==> src/rtl/pentary_xbar_pkg.sv <==
// Shared pentary definitions: digit encodings, digit-valid check, scheduler FSM states
// and crossbar address packing.
package pentary_xbar_pkg;

    localparam int DIGIT_W = 3;
    localparam int ADDR_W  = 16;
    localparam int ROW_MSB = 15;
    localparam int ROW_LSB = 8;
    localparam int COL_MSB = 7;
    localparam int COL_LSB = 0;

    localparam logic [DIGIT_W-1:0] PD_M2 = 3'b000;
    localparam logic [DIGIT_W-1:0] PD_M1 = 3'b001;
    localparam logic [DIGIT_W-1:0] PD_Z  = 3'b010;
    localparam logic [DIGIT_W-1:0] PD_P1 = 3'b011;
    localparam logic [DIGIT_W-1:0] PD_P2 = 3'b100;

    typedef enum logic [2:0] {
        ST_IDLE,
        ST_WRITE,
        ST_VERIFY,
        ST_COMPUTE,
        ST_DRAIN
    } xb_state_e;

    function automatic logic digit_valid(input logic [DIGIT_W-1:0] d);
        return d <= PD_P2;
    endfunction

endpackage

==> src/rtl/pentary_xbar_rr_arbiter.sv <==
// Two-requester round-robin (write vs compute); on a tie the class not granted last wins.
module pentary_xbar_rr_arbiter (
    input  logic clk,
    input  logic reset,
    input  logic en,
    input  logic req_wr,
    input  logic req_cmp,
    output logic gnt_wr,
    output logic gnt_cmp
);

    logic last_wr;  // 1: write was granted most recently

    always_comb begin
        gnt_wr  = en & req_wr  & (~req_cmp | ~last_wr);
        gnt_cmp = en & req_cmp & (~req_wr  |  last_wr);
    end

    always_ff @(posedge clk or posedge reset) begin
        if (reset)        last_wr <= 1'b0;
        else if (gnt_wr)  last_wr <= 1'b1;
        else if (gnt_cmp) last_wr <= 1'b0;
    end

endmodule

==> src/rtl/pentary_xbar_scheduler.sv <==
// Pentary crossbar scheduler: serializes weight programming and matrix-vector passes.
// Define XBAR_WRITE_VERIFY_EN to add read-back verify with bounded program retries.
module pentary_xbar_scheduler
    import pentary_xbar_pkg::*;
#(
    parameter int COMPUTE_CYCLES = 256,
    parameter int WRITE_CYCLES   = 4,
    parameter int MAX_RETRY      = 3
) (
    input  logic               clk,
    input  logic               reset,
    input  logic               wr_valid,
    output logic               wr_ready,
    input  logic [ADDR_W-1:0]  wr_addr,
    input  logic [DIGIT_W-1:0] wr_value,
    input  logic               cmp_valid,
    output logic               cmp_ready,
    output logic [ADDR_W-1:0]  xb_addr,
    output logic [DIGIT_W-1:0] xb_wdata,
    output logic               xb_we,
    output logic               xb_ce,
    input  logic               xb_ready,
    input  logic [DIGIT_W-1:0] xb_rdata,
    output logic               wr_done,
    output logic               cmp_done,
    output logic               wr_err,
    output logic               busy
);

    localparam int CNT_MAX = (COMPUTE_CYCLES > WRITE_CYCLES) ? COMPUTE_CYCLES : WRITE_CYCLES;
    localparam int CNT_W   = $clog2(CNT_MAX + 1);

    xb_state_e          state, state_n;
    logic [CNT_W-1:0]   cnt;
    logic [ADDR_W-1:0]  addr_q;
    logic [DIGIT_W-1:0] data_q;
    logic               is_wr_q;
    logic               err_q;
    logic               bypass_q;  // invalid code: no crossbar access, finish immediately
    logic               arb_en, wr_acc, cmp_acc, done_fire;

`ifdef XBAR_WRITE_VERIFY_EN
    localparam int RETRY_W = $clog2(MAX_RETRY + 2);
    logic [RETRY_W-1:0] retry_cnt;
    logic               rd_match;
    assign rd_match = (xb_rdata == data_q);
`else
    logic unused_rdata;
    assign unused_rdata = ^xb_rdata;
`endif

    // Gating with reset keeps the readies low while reset is held, even though state is IDLE.
    assign arb_en  = (state == ST_IDLE) & xb_ready & ~reset;
    assign wr_acc  = wr_ready  & wr_valid;
    assign cmp_acc = cmp_ready & cmp_valid;

    pentary_xbar_rr_arbiter u_arb (
        .clk     (clk),
        .reset   (reset),
        .en      (arb_en),
        .req_wr  (wr_valid),
        .req_cmp (cmp_valid),
        .gnt_wr  (wr_ready),
        .gnt_cmp (cmp_ready)
    );

    always_ff @(posedge clk or posedge reset) begin
        if (reset) state <= ST_IDLE;
        else       state <= state_n;
    end

    always_comb begin
        state_n   = state;
        xb_we     = 1'b0;
        xb_ce     = 1'b0;
        xb_addr   = '0;
        xb_wdata  = '0;
        done_fire = 1'b0;
        case (state)
            ST_IDLE: begin
                if (wr_acc)       state_n = digit_valid(wr_value) ? ST_WRITE : ST_DRAIN;
                else if (cmp_acc) state_n = ST_COMPUTE;
            end
            ST_WRITE: begin
                xb_we    = 1'b1;
                xb_addr  = addr_q;
                xb_wdata = data_q;
                if (cnt == CNT_W'(WRITE_CYCLES - 1)) begin
`ifdef XBAR_WRITE_VERIFY_EN
                    state_n = ST_VERIFY;
`else
                    state_n = ST_DRAIN;
`endif
                end
            end
`ifdef XBAR_WRITE_VERIFY_EN
            ST_VERIFY: begin
                xb_addr  = addr_q;
                xb_wdata = data_q;
                if (rd_match)                         state_n = ST_DRAIN;
                else if (retry_cnt < RETRY_W'(MAX_RETRY)) state_n = ST_WRITE;
                else                                  state_n = ST_DRAIN;
            end
`endif
            ST_COMPUTE: begin
                xb_ce = (cnt == '0);
                if (cnt == CNT_W'(COMPUTE_CYCLES - 1)) state_n = ST_DRAIN;
            end
            ST_DRAIN: begin
                done_fire = xb_ready | bypass_q;
                if (done_fire) state_n = ST_IDLE;
            end
            default: state_n = ST_IDLE;
        endcase
    end

    assign wr_done  = done_fire & is_wr_q;
    assign cmp_done = done_fire & ~is_wr_q;
    assign wr_err   = done_fire & err_q;
    assign busy     = (state != ST_IDLE);

    always_ff @(posedge clk or posedge reset) begin
        if (reset) begin
            cnt      <= '0;
            addr_q   <= '0;
            data_q   <= '0;
            is_wr_q  <= 1'b0;
            err_q    <= 1'b0;
            bypass_q <= 1'b0;
`ifdef XBAR_WRITE_VERIFY_EN
            retry_cnt <= '0;
`endif
        end else begin
            case (state)
                ST_IDLE: begin
                    cnt <= '0;
`ifdef XBAR_WRITE_VERIFY_EN
                    retry_cnt <= '0;
`endif
                    if (wr_acc) begin
                        addr_q   <= wr_addr;
                        data_q   <= wr_value;
                        is_wr_q  <= 1'b1;
                        err_q    <= ~digit_valid(wr_value);
                        bypass_q <= ~digit_valid(wr_value);
                    end else if (cmp_acc) begin
                        is_wr_q  <= 1'b0;
                        err_q    <= 1'b0;
                        bypass_q <= 1'b0;
                    end
                end
                ST_WRITE, ST_COMPUTE: cnt <= (state_n == state) ? cnt + 1'b1 : '0;
`ifdef XBAR_WRITE_VERIFY_EN
                ST_VERIFY: begin
                    cnt <= '0;
                    if (!rd_match) begin
                        if (retry_cnt < RETRY_W'(MAX_RETRY)) retry_cnt <= retry_cnt + 1'b1;
                        else                                 err_q     <= 1'b1;
                    end
                end
`endif
                default: cnt <= '0;
            endcase
        end
    end

endmodule
==> config.mk <==
export PLATFORM = sky130hd
export DESIGN_NAME = pentary_xbar_scheduler
export DESIGN_NICKNAME = d
export VERILOG_FILES = /design/src/rtl/pentary_xbar_pkg.sv /design/src/rtl/pentary_xbar_rr_arbiter.sv /design/src/rtl/pentary_xbar_scheduler.sv
export SDC_FILE = /design/constraint.sdc
export NUM_CORES = 1
export LEC_CHECK = 0
export CORE_ASPECT_RATIO = 0.8
export CORE_MARGIN = 3
export CORE_UTILIZATION = 45
export CTS_BUF_LIST = sky130_fd_sc_hd__clkbuf_4 sky130_fd_sc_hd__clkbuf_8 sky130_fd_sc_hd__clkbuf_16
export DETAILED_ROUTE_END_ITERATION = 8
export PLACE_DENSITY_LB_ADDON = 0.15
export SLEW_MARGIN = 20
export SYNTH_ARGS = -nofsm -noshare
export SYNTH_HDL_FRONTEND = slang
export SYNTH_HIERARCHICAL = 1
export SYNTH_SLANG_ARGS = --single-unit
==> constraint.sdc <==
create_clock -name clk -period 2.6 [get_ports clk]
set_clock_uncertainty 0.2 [all_clocks]
set_input_delay 0.52 -clock clk [delete_from_list [all_inputs] [get_ports clk]]
set_output_delay 0.52 -clock clk [all_outputs]
set_load 0.03 [all_outputs]
# Word level (Yosys, flattened, before mapping)
# Cells that the tools add are included.
[classes]
addsub = 1
n_mul = 0
div_mod_pow = 0
order_cmp = 1
n_eq_ne = 6
shift = 0
n_mux = 19
n_bitwise = 20
n_reduce_logical = 8
[ops]
columns = ["cell", "n"]
rows = [
  ["2-to-1 mux 3 bit", 7],
  ["2-to-1 mux 9 bit", 2],
  ["2-to-1 mux 16 bit", 1],
  ["one-hot mux 3 bit (4 select lines)", 1],
  ["AND 1 bit", 11],
  ["adder 9 x 1 -> 9 bit, second input constant", 1],
  ["== test 9 x 2 -> 1 bit, second input constant", 1],
  ["== test 9 x 8 -> 1 bit, second input constant", 1],
  ["zero test 9 bit", 1],
  ["2-to-1 mux 1 bit", 8],
  ["inverter 1 bit", 6],
  ["AND reduction 2 bit", 2],
  ["nonzero test 2 bit", 2],
  ["== test 3 x 1 -> 1 bit, second input constant", 1],
  ["== test 3 x 2 -> 1 bit, second input constant", 1],
  ["== test 3 bit", 1],
  ["== test 3 bit, second input constant", 1],
  ["<= comparator 3 bit, second input constant", 1],
  ["zero test 3 bit", 1],
  ["OR 1 bit", 3],
  ["nonzero test 3 bit", 1],
  ["OR reduction 2 bit", 1],
]
[totals]
register_bits = 34
latchBits = 0
ram_bits = 0
mem_bits_ro = 0
inputBits = 27
out_inout_bits = 27
wordCells = 62
n_memories = 0

# Longest topological paths before layout
[logic_depth]
depth_word = 12
depth_mapped = 9
ltp_nobuf = 7

# By module
# Netlist, hierarchy kept.
[by_module_without_submodules]
columns = ["module", "n_inst", "cells_each", "area_per_inst_um2", "seq_area_each_um2"]
rows = [
  ["pentary_xbar_scheduler", 1, 147, 1657.8, 825.8],
  ["pentary_xbar_rr_arbiter", 1, 9, 65.1, 25.0],
]

# Worst setup path before layout
# No wires, ideal clock.
[synth_timing]
path_kind = "input to register"
from = "in reset"
to = "reg addr_q[0]"
setup_time_ps = 125
arrival_time_ps = 3202
setup_slack_ps = -927
path_stages = 8
n_path_buf = 1
cell_sequence = "inv_1 > and3_1 > nand2_1 > a21oi_1 > nand2_1 > nor2_4 > buf_4 > mux2_2"
[synth_between]
elab_chain_len = 6
[synth_rtl]
columns = ["item", "line_no", "text"]
rows = [
  ["from (decl)", "pentary_xbar_scheduler.sv:11", "input logic reset,"],
  ["inverter 1 bit", "pentary_xbar_scheduler.sv:53", "assign arb_en = (state == ST_IDLE) & xb_ready & ~reset;"],
  ["AND 1 bit", "pentary_xbar_scheduler.sv:53", ""],
  ["net arb_en", "pentary_xbar_scheduler.sv:40", "logic arb_en, wr_acc, cmp_acc, done_fire;"],
  ["AND 1 bit (2 in a row)", "pentary_xbar_rr_arbiter.sv:15", "gnt_wr = en & req_wr & (~req_cmp | ~last_wr);"],
  ["net wr_ready", "pentary_xbar_scheduler.sv:13", "output logic wr_ready,"],
  ["AND 1 bit", "pentary_xbar_scheduler.sv:54", "assign wr_acc = wr_ready & wr_valid;"],
  ["AND reduction 2 bit (no source line)", "n/a", ""],
  ["to (signal assigned)", "pentary_xbar_scheduler.sv:141", "addr_q <= wr_addr;"],
  ["to (decl)", "pentary_xbar_scheduler.sv:35", "logic [ADDR_W-1:0] addr_q;"],
]
# The timed path passes the listed nets, and every way through them passes these cells.
# A chain may end at the register's enable or synchronous reset.

# Final worst setup path
[layout_timing]
from = "reg cnt[2]"
to = "out xb_ce"
[layout_between]
elab_chain_len = 2
[layout_rtl]
columns = ["item", "line_no", "text"]
rows = [
  ["from (decl)", "pentary_xbar_scheduler.sv:34", "logic [CNT_W-1:0] cnt;"],
  ["from (signal assigned)", "pentary_xbar_scheduler.sv:152", "ST_WRITE, ST_COMPUTE: cnt <= (state_n == state) ? cnt + 1'b1 : '0;"],
  ["zero test 9 bit", "pentary_xbar_scheduler.sv:106", "xb_ce = (cnt == '0);"],
  ["2-to-1 mux 1 bit", "pentary_xbar_scheduler.sv:79", "case (state)"],
  ["to (decl)", "pentary_xbar_scheduler.sv:21", "output logic xb_ce,"],
]
# No other way between the ends.

==> results.txt <==
Initial Utilization -> 48.6%
Sw Pwr -> 0.000853 W
Area growth, synth to finish -> 39.9%
Reg power frac -> 37.7%
Layout Cell Area excl Fill -> 0.00241 sq mm
CTS hold repair buffers -> 0
Setup violations, final -> 0
top cell type's share of synthesized area -> 49.4%
instance count on the critical path -> 4
Post-Syn Area -> 0.00172 sq mm
Worst Hold Class -> in2async
Reg2Reg Depth -> 8
Max Cap Viol -> 0
CTS tree -> yes
fin crit share -> 96.0%
multi-input logic area -> 888 sq um
crit path DAT -> 1.78 ns
initial antenna violation count -> 0
clock sinks -> 34
Clock Power Share -> 16.2%
Die Area -> 0.00461 sq mm
Synth Net Count -> 186
number of diodes -> 0
Synth warnings -> 6
average wire per standard cell -> 14.5 microns
nets -> 245
Power Dens Cells -> 933 mW/mm^2
status -> completed
largest net degree at the start of global routing -> 34
Final Util -> 68.1%
Row Count -> 19
antenna violation net count after detailed routing -> 0
crit-path max cell delay -> 0.56 ns
Total Routing Usage GR -> 18.2%
Worst VDD drop -> 0.549 mV
highest metal used -> met4
CP Capture Type -> output pin
Buf/Inv on CP -> 1
Post-synth EDFFs -> 0
worst slew pin tran -> 0.483 ns
Async S/R FF share, synth -> 100%
routed length on met2 -> 1710 microns
CTS buffer count -> 5
clk_lat worst skew -> 0.28 ns
DR vias -> 1394
Post-Syn Area per Cell -> 11.0 sq um
sequential share of the synthesized area -> 49.4%
relative slew slack -> 67.6%
routed wl met3 -> 235 microns
Cells after Synth -> 156
RSZ-0062 raised after global routing -> true
Static Leak -> 1.13 nW
WL final -> 3720 microns
clock-pin slew on the worst setup and hold paths -> 0.07 ns
Worst Setup Start Kind -> register
DR vias/cell -> 5.42
CORE AREA -> 0.00354 sq mm
grt ovf -> 0
Root Buffer -> clkbuf_8
most common cell after layout, fill and taps aside -> dfrtp_1
hpwl dp -> 2710 microns
Max Slew Vio Count -> 0
DIE HEIGHT -> 61.3 microns
layout cells sized above 1 -> 35.3%
WHS -> 0.260 ns
CP top delay family -> simple AND/OR/NAND/NOR gates
routability cong. -> 0.824
predominant post-synthesis flop cell -> dfrtp_1
vias in the first global route -> 1395
leading area contributor after synthesis -> dfrtp_1
first-pass GRT wire length -> 6210 microns
sw frac -> 37.9%
Cell variety after synth -> 42
Achievable Freq -> 401 MHz
fin crit period -> 2.50 ns
most frequent cells in the layout -> dfrtp_1, buf_4, clkdlybuf4s50_1, and2_1, mux2_2
CP Cell Sequence -> or4_4 -> nor4_2 -> and4_1 -> buf_4
die span in x -> 75.2 microns
input/output buffers -> 50
Synth area leaders -> dfrtp_1, mux2_2, and2_1
FF+latch count, synth -> 34
critical path fanouts, max -> 4
WS Path Type -> reg2out
placed instance area -> 0.00230 sq mm
First-pass DRT Iterations -> 4
Pint -> 0.00140 W
Hold Violations, Final -> 0
Register Area -> 852 sq um
setup tns final -> 0 ns
H-tree Lvls -> 2
DRT iter0 DRCs -> 44
Post-route DRC -> 0
Worst EP required -> 1.88 ns
Clock Tree Buf Depth -> 2
combinational power share -> 46.1%
wire length on met1 -> 1720 microns
I/O Pins -> 54
fillers -> 269
Worst path slowest cell -> or4_4
[cell families (layout without fill, tap and decap cells)]
| family | count (synthesis) | after routing | share of synthesized area, % |
|---|---|---|---|
| simple gates | 68 | 68 | 25.0 |
| flops | 34 | 34 | 49.4 |
| mux | 19 | 19 | 12.4 |
| compound gates | 16 | 16 | 5.96 |
| buf+inv | 13 | 72 | 3.56 |
| fa+ha+maj | 3 | 3 | 2.18 |
| xor+xnor | 3 | 3 | 1.53 |
[flip-flops by register name, summed over array words and instances, names as in the netlist]
name / flops
addr_q: 16
data_q: 3
is_wr_q: 1
cnt: 9
state: 3
err_q: 1
u_arb/last_wr: 1
[stage by stage]
step	std cells	setup slack, ns	total power, W
2_1_floorplan	156	-0.0884	0.00153
3_3_place_gp	248	0.0412	0.00185
3_5_place_dp	248	0.00712	0.00189
4_1_cts	255	0.0254	0.00226
5_1_grt	257	-0.0173	0.00239
6_report	257	0.105	0.00225
[cell type report]
class                   count  share of cell area [%]
well taps                  42                    2.18
multi-input cells         109                    36.8
clock buffers               5                    2.85
repair buffers             57                    21.0
flip-flops and latches     34                    35.3
inverters                   8                    1.40
clock inverters             2                   0.415
[cells in the mapped netlist (2+ instances only)]
master,n
nor3_1,5
and2_1,19
or3_1,3
nor2_1,5
dfrtp_1,34
clkbuf_1,2
nand2_1,10
mux2_2,19
a211oi_1,3
a21oi_1,3
ha_1,3
o21ai_0,5
nand3_1,5
xor2_1,2
nor3b_1,3
and3_1,3
inv_1,7
[worst reg2reg max path: stages, from the launching register on]
cell	delay, ns
dfrtp_1	0.50
nor3_4	0.23
and3_4	0.25
nand2_4	0.06
a21oi_4	0.14
nand2_2	0.11
nor2_4	0.15
buf_12	0.18
mux2_2	0.36
[path summary, 6_finish.rpt]
path                       startpoint            end  slack [ns]
setup / recovery               cnt[2]          xb_ce        0.10
hold / removal                  reset  u_arb/last_wr        0.26
setup reg to reg             state[1]     addr_q[10]        0.31
hold reg to reg                cnt[0]         cnt[0]        0.30
max in group asynchronous       reset         cnt[2]        1.34
min in group clk               cnt[0]         cnt[0]        0.30
[timing repair]
action	in CTS	in global routing
setup endpoints to repair	0	3
resized for setup	0	4
setup buffers	0	2
[power groups by stage]
stage                     clock [W]  combinational, W  sequential [W]
after global routing       0.000401           0.00111        0.000880
after floorplan                   0          0.000719        0.000814
after global placement            0           0.00101        0.000842
after detailed placement          0           0.00104        0.000851
final                      0.000365           0.00104        0.000849
after CTS                  0.000373           0.00104        0.000848
[layer usage]
metal / vias up / GRT usage [%]
li1: 666 / -
met1: 677 / 24.1
met2: 45 / 28.3
met3: 6 / 5.22
met4: 0 / 7.48
met5: - / 0
Note: power is estimated with default switching activity, not from simulation.
